<file path="src/rtl/weather_response_sequencer.sv">
// Turns the ECSU weather picture into launch/recall/landing actions and flags illegal ECSU jumps.
// Define ACK_TIMEOUT_EN to add the LAND_REQ wait counter and the sticky land_timeout flag.
module weather_response_sequencer #(
  parameter int CAUTION_LIMIT = 16,
  parameter int RELEASE_CYC   = 8,
  parameter int RECALL_CYC    = 10,
  parameter int ACK_TIMEOUT   = 32,
  parameter int CNT_W         = 8
) (
  input  logic             CLK,
  input  logic             RST,
  input  logic             severe_weather,
  input  logic             emergency_landing_alert,
  input  logic [1:0]       ECSU_state,
  input  logic             land_ack,
  output logic             launch_inhibit,
  output logic             recall_req,
  output logic             land_req,
  output logic [CNT_W-1:0] land_countdown,
  output logic [2:0]       seq_state,
  output logic             protocol_error,
  output logic             land_timeout
);

  typedef enum logic [2:0] {
    IDLE     = 3'b000,
    WATCH    = 3'b001,
    HOLD     = 3'b010,
    RECALL   = 3'b011,
    LAND_REQ = 3'b100,
    LANDED   = 3'b101
  } state_t;

  state_t           state_q, state_d;
  logic [1:0]       ecsu_q, ecsu_d, prev_q, prev_d;
  logic             alert_q, alert_d, ack_q, ack_d, severe_q, severe_d;
  logic [CNT_W-1:0] dwell_q, dwell_d, countdown_q, countdown_d, dwell_sat;
  logic             launch_inhibit_q, launch_inhibit_d;
  logic             recall_req_q, recall_req_d;
  logic             land_req_q, land_req_d;
  logic             protocol_error_q, protocol_error_d;
  logic             emerg;
`ifdef ACK_TIMEOUT_EN
  logic [CNT_W-1:0] wait_q, wait_d;
  logic             land_timeout_q, land_timeout_d;
`endif

  function automatic logic ecsu_legal(input logic [1:0] prev, input logic [1:0] cur);
    case ({prev, cur})
      4'b0000, 4'b0001, 4'b0010,
      4'b0100, 4'b0101, 4'b0110,
      4'b1001, 4'b1010, 4'b1011,
      4'b1111: ecsu_legal = 1'b1;
      default: ecsu_legal = 1'b0;
    endcase
  endfunction

  always_comb begin
    ecsu_d           = ECSU_state;
    alert_d          = emergency_landing_alert;
    ack_d            = land_ack;
    severe_d         = severe_weather;
    prev_d           = ecsu_q;
    state_d          = state_q;
    dwell_d          = dwell_q;
    countdown_d      = countdown_q;
    protocol_error_d = protocol_error_q | ~ecsu_legal(prev_q, ecsu_q);
    emerg            = (ecsu_q == 2'b11) | alert_q;
    dwell_sat        = (dwell_q == '1) ? dwell_q : dwell_q + CNT_W'(1);

    case (state_q)
      IDLE: begin
        if (emerg)                  state_d = RECALL;
        else if (ecsu_q == 2'b01)   state_d = WATCH;
        else if (ecsu_q == 2'b10)   state_d = HOLD;
      end
      WATCH: begin
        if (emerg)                  state_d = RECALL;
        else if (ecsu_q == 2'b00)   state_d = IDLE;
        else if (ecsu_q == 2'b10)   state_d = HOLD;
        else if (dwell_q == CNT_W'(CAUTION_LIMIT - 1)) state_d = HOLD;
        else                        dwell_d = dwell_sat;
      end
      HOLD: begin
        // Only an unbroken run of CAUTION releases the hold; anything else restarts it.
        if (emerg)                  state_d = RECALL;
        else if (ecsu_q == 2'b01) begin
          if (dwell_q == CNT_W'(RELEASE_CYC - 1)) state_d = WATCH;
          else                                    dwell_d = dwell_sat;
        end
        else                        dwell_d = '0;
      end
      RECALL: begin
        if (countdown_q == '0)      state_d = LAND_REQ;
        else                        countdown_d = countdown_q - CNT_W'(1);
      end
      LAND_REQ: begin
        if (ack_q)                  state_d = LANDED;
      end
      LANDED:                       state_d = LANDED;
      default:                      state_d = IDLE;
    endcase

    if (state_d != state_q) dwell_d = '0;
    if (state_d == RECALL && state_q != RECALL) countdown_d = CNT_W'(RECALL_CYC - 1);
    else if (state_d != RECALL)                 countdown_d = '0;

    launch_inhibit_d = state_d inside {HOLD, RECALL, LAND_REQ, LANDED};
    recall_req_d     = state_d inside {RECALL, LAND_REQ};
    land_req_d       = (state_d == LAND_REQ);

`ifdef ACK_TIMEOUT_EN
    wait_d         = wait_q;
    land_timeout_d = land_timeout_q;
    if (state_q == LAND_REQ && !ack_q) begin
      if (wait_q == CNT_W'(ACK_TIMEOUT - 1)) land_timeout_d = 1'b1;
      if (wait_q != '1)                      wait_d = wait_q + CNT_W'(1);
    end
    if (state_d == LAND_REQ && state_q != LAND_REQ) wait_d = '0;
`endif
  end

  always_ff @(posedge CLK) begin
    if (RST) begin
      state_q          <= IDLE;
      ecsu_q           <= 2'b00;
      prev_q           <= 2'b00;
      alert_q          <= 1'b0;
      ack_q            <= 1'b0;
      severe_q         <= 1'b0;
      dwell_q          <= '0;
      countdown_q      <= '0;
      launch_inhibit_q <= 1'b0;
      recall_req_q     <= 1'b0;
      land_req_q       <= 1'b0;
      protocol_error_q <= 1'b0;
`ifdef ACK_TIMEOUT_EN
      wait_q           <= '0;
      land_timeout_q   <= 1'b0;
`endif
    end else begin
      state_q          <= state_d;
      ecsu_q           <= ecsu_d;
      prev_q           <= prev_d;
      alert_q          <= alert_d;
      ack_q            <= ack_d;
      severe_q         <= severe_d;
      dwell_q          <= dwell_d;
      countdown_q      <= countdown_d;
      launch_inhibit_q <= launch_inhibit_d;
      recall_req_q     <= recall_req_d;
      land_req_q       <= land_req_d;
      protocol_error_q <= protocol_error_d;
`ifdef ACK_TIMEOUT_EN
      wait_q           <= wait_d;
      land_timeout_q   <= land_timeout_d;
`endif
    end
  end

  assign launch_inhibit = launch_inhibit_q;
  assign recall_req     = recall_req_q;
  assign land_req       = land_req_q;
  assign land_countdown = countdown_q;
  assign seq_state      = state_q;
  assign protocol_error = protocol_error_q;

  // severe_weather is captured for observation only and deliberately steers nothing.
`ifdef ACK_TIMEOUT_EN
  logic unused_ok;
  assign unused_ok    = severe_q;
  assign land_timeout = land_timeout_q;
`else
  logic [32:0] unused_ok;
  assign unused_ok    = {severe_q, 32'(ACK_TIMEOUT)};
  assign land_timeout = 1'b0;
`endif

endmodule

</file>
<file path="config.mk">
export PLATFORM = sky130hd
export DESIGN_NAME = weather_response_sequencer
export DESIGN_NICKNAME = d
export VERILOG_FILES = /design/src/rtl/weather_response_sequencer.sv
export SDC_FILE = /design/constraint.sdc
export NUM_CORES = 1
export LEC_CHECK = 0
export BUFFER_PORTS_ARGS = -buffer_cell sky130_fd_sc_hd__buf_4
export CORE_ASPECT_RATIO = 1.1
export CORE_MARGIN = 5
export CORE_UTILIZATION = 58
export CTS_BUF_LIST = sky130_fd_sc_hd__clkbuf_2 sky130_fd_sc_hd__clkbuf_4 sky130_fd_sc_hd__clkbuf_8
export DETAILED_ROUTE_END_ITERATION = 12
export PLACE_DENSITY = 0.81
export SYNTH_ARGS = -nofsm -noshare
export SYNTH_HDL_FRONTEND = slang
export SYNTH_SLANG_ARGS = --single-unit
export TNS_END_PERCENT = 1
</file>
<file path="constraint.sdc">
create_clock -name CLK -period 2.6 [get_ports CLK]
set_input_delay 0.26 -clock CLK [delete_from_list [all_inputs] [get_ports CLK]]
set_output_delay 0.26 -clock CLK [all_outputs]
set_load 0.02 [all_outputs]
</file>
==> results.py <==
metrics = {
    "global_route": {
        "antenna_found_initial": 0,
        "grt_first_pass_wirelength_um": 5300,
        "grt_remaining_overflow": 0,
        "grt.total_usage": 0.181,
        "grt_start_max_net_pins": 15,
        "first_global_vias": 1216,
    },
    "pwr": {
        "power.density_mw_per_mm2": 552,
        "net-switching-power_w": 0.000298,
        "power_frac_comb": 0.312,
        "power_switching_share": 0.321,
        "vdd.ir_drop.worst_v": 0.000441,
        "p_leak_nw": 0.648,
        "share_seq_of_total_power": 0.510,
        "power_frac_clock": 0.178,
        "internal_power_w": 0.000629,
    },
    "clock_network": {
        "cts_sinks": 28,
        "worst_setup_hold_path_clk_slew_ps": 130,
        "tritoncts.num_buffers": 3,
        "clkLatencyLatePin_ps": 320,
        "htreeDepth": 1,
        "ctsLongestPathBuffers": 2,
        "post_cts.repair.setup_buffers": 0,
        "cts_resized": 0,
        "ctsRootBufferMaster": "sky130_fd_sc_hd__clkbuf_4",
        "ctsHoldBuffers": 0,
        "cts_tree": "done",
    },
    "sta": {
        "finalHoldViolations": 0,
        "final.min_clock_period_ps": 2310,
        "timing_max_transition_violations_final": 0,
        "timing.max_slew.rel_slack": 0.639,
        "max_freq_mhz": 433,
        "timing.final.ws_setup_ps": 291,
        "tightest_slew_ps": 534,
        "period_utilization": 0.888,
        "fin_skew_ps": 6.79,
        "final-setup-viol-count": 0,
        "rsz_0062_raised_after_global_routing": "no",
        "timing.setup.tns_ps": 0,
    },
    "yosys": {
        "synth_cells": 165,
        "ys.warnings.count": 0,
        "synth_enable_flop_cells": 0,
        "synth_ff_type": "sky130_fd_sc_hd__dfxtp_1",
        "syn_area_per_cell_um2": 8.91,
        "post_synth_num_cell_types": 42,
        "postSynthNetCount": 174,
        "synth.yosys.seq_area_share": 0.381,
        "yosys_register_bits": 28,
        "synth.cell_area_mm2": 0.00147,
        "asyncSetResetFlopFracSynth": 0,
    },
    "floorplanning": {
        "die_y_um": 62.8,
        "floorplan.rows": 19,
        "number_of_top_level_pins": 23,
        "design.die.area_mm2": 0.00364,
        "die-width_um": 58.0,
        "core-area_mm2": 0.00247,
        "initial_utilization": 0.595,
    },
    "worst_setup_path": {
        "worst-path-max-fanout": 8,
        "crit_path_start_kind": "register",
        "cpLargestDelayFamily": "simple AND/OR/NAND/NOR gates",
        "crit_path_end_kind": "register",
        "worst_r2r_startpoint": "dwell_q[4]",
        "path_type_of_the_worst_setup_path": "register to register",
        "timing.critical_path.slowest_stage_cell": "sky130_fd_sc_hd__or4_4",
        "timing.critical_path.cells": "or4_4 > nor4_4 > nor3_2 > or3_1 > a2111oi_4",
        "worst_ep_required_time_ps": 2830,
        "crit_start": "dwell_q[4]",
        "timing.critical_path.slowest_cell_delay_ps": 580,
        "worst-path-buf-inv": 0,
        "crit_arrival_ps": 2540,
    },
    "routing": {
        "dr.pass1.iters": 4,
        "dr_total_vias": 1275,
        "drcViolationCount": 0,
        "iteration_0_drc_count_of_the_detailed_router": 61,
        "routed_wire_length_per_instance_um": 13.3,
        "wirelength_um": 2910,
        "route.antenna.remaining_nets": 0,
        "viasPerCell": 5.82,
    },
    "placed_design": {
        "post-place-cells": 216,
        "port-buffer-count": 20,
        "hpwlAfterDp_um": 2300,
        "place_ws_ps": 303,
        "gp_congestion": 0.841,
    },
    "finish": {
        "finish.utilization": 0.679,
        "n_antenna_cell": 0,
        "number_of_standard_cells_in_the_final_layout_excluding_fillers": 219,
        "final_nets": 199,
        "final_common_cell": "sky130_fd_sc_hd__buf_4",
        "commonest_non_fill_non_tap_cells_in_the_layout": "30 x sky130_fd_sc_hd__buf_4, 28 x sky130_fd_sc_hd__dfxtp_1, 18 x sky130_fd_sc_hd__nor3_1",
        "area_growth_syn_to_layout_pct": 14.1,
        "fraction_of_layout_cells_with_a_size_suffix_above_1": 0.213,
    },
    "hold_path": {
        "hold_path.startpoint": "land_ack",
        "worst_min_delay_path_class": "input port to register",
    },
    "outcome": {
        "outcome": "finished, final reports clean",
    },
    "run": {
        "max_cap_violations": 0,
    },
}
[Yosys cell counts, drive strengths merged, types with 2 or more instances]
cell type | count | area share
xor2 | 10 | 0.060
a21oi | 10 | 0.034
dfxtp | 28 | 0.38
nand2 | 7 | 0.018
nor4 | 6 | 0.036
nand3 | 2 | 0.0068
nor3 | 19 | 0.068
a31oi | 6 | 0.026
nor2 | 11 | 0.028
inv | 9 | 0.023
and2 | 2 | 0.0085
or3 | 2 | 0.0085
mux2i | 2 | 0.014
buf | 8 | 0.049
o21ai | 3 | 0.010
clkbuf | 2 | 0.0051
xnor2 | 2 | 0.012
and3 | 3 | 0.014
ha | 2 | 0.017
nand4b | 2 | 0.012
a41oi | 3 | 0.018
nor2b | 6 | 0.026
nand4 | 5 | 0.021
[sequential cells by signal, indices dropped and copies added, names as in the netlist, named ones only]
name,count
dwell_q,8
land_countdown,8
seq_state,3
ecsu_q,2
ack_q,1
alert_q,1
land_req,1
launch_inhibit,1
protocol_error,1
recall_req,1
[routing by layer]
| layer | vias to the layer above | GRT usage | share of wire | wire length, µm |
|---|---|---|---|---|
| met4 | 0 | 0.0899 | 0.022 | 65 |
| met3 | 7 | 0.0227 | 0.041 | 120 |
| met5 | - | 0 | 0 | 0 |
| li1 | 651 | - | - | - |
| met2 | 26 | 0.321 | 0.53 | 1530 |
| met1 | 591 | 0.207 | 0.41 | 1200 |
[cell type report]
class / count / area, µm²
clock buffer: 3 / 22.5
fill: 214 / 795
inverter: 9 / 33.8
multi-input combinational: 118 / 797
sequential: 28 / 561
tap: 31 / 38.8
timing repair buffer: 30 / 225
[worst paths after layout]
kind / end / slack (ps) / cells past startpoint
setup reg to reg: land_countdown[1] / 290 / 5
hold / removal: ack_q / 150 / 2
hold reg to reg: protocol_error / 430 / 1
setup / recovery: land_countdown[1] / 290 / 5
[power groups by stage]
stage	clock network (W)	registers (W)	logic [W]
after floorplan	0	0.000499	0.000174
after global placement	0	0.000481	0.000282
after detailed placement	0	0.000483	0.000288
after CTS	0.000175	0.000473	0.000290
after global routing	0.000200	0.000477	0.000322
final	0.000165	0.000473	0.000289
[per-stage QoR]
| step | hold WS [ps] | total power [W] | instance area (µm²) |
|---|---|---|---|
| final | 149 | 0.000927 | 1680 |
| after CTS | 138 | 0.000938 | 1680 |
| after global placement | 395 | 0.000763 | 1660 |
| after floorplan | 388 | 0.000674 | 1470 |
| after detailed placement | 417 | 0.000771 | 1660 |
| after global routing | 143 | 0.000999 | 1680 |
[cells by family after synthesis]
kind of cell,share of synthesized area
simple gates,0.282
other cells,0.00255
compound gates,0.156
mux,0.0136
buf+inv,0.0766
flops,0.381
xor+xnor,0.0715
fa+ha+maj,0.0170
Note: power is estimated with default switching activity, not from simulation.
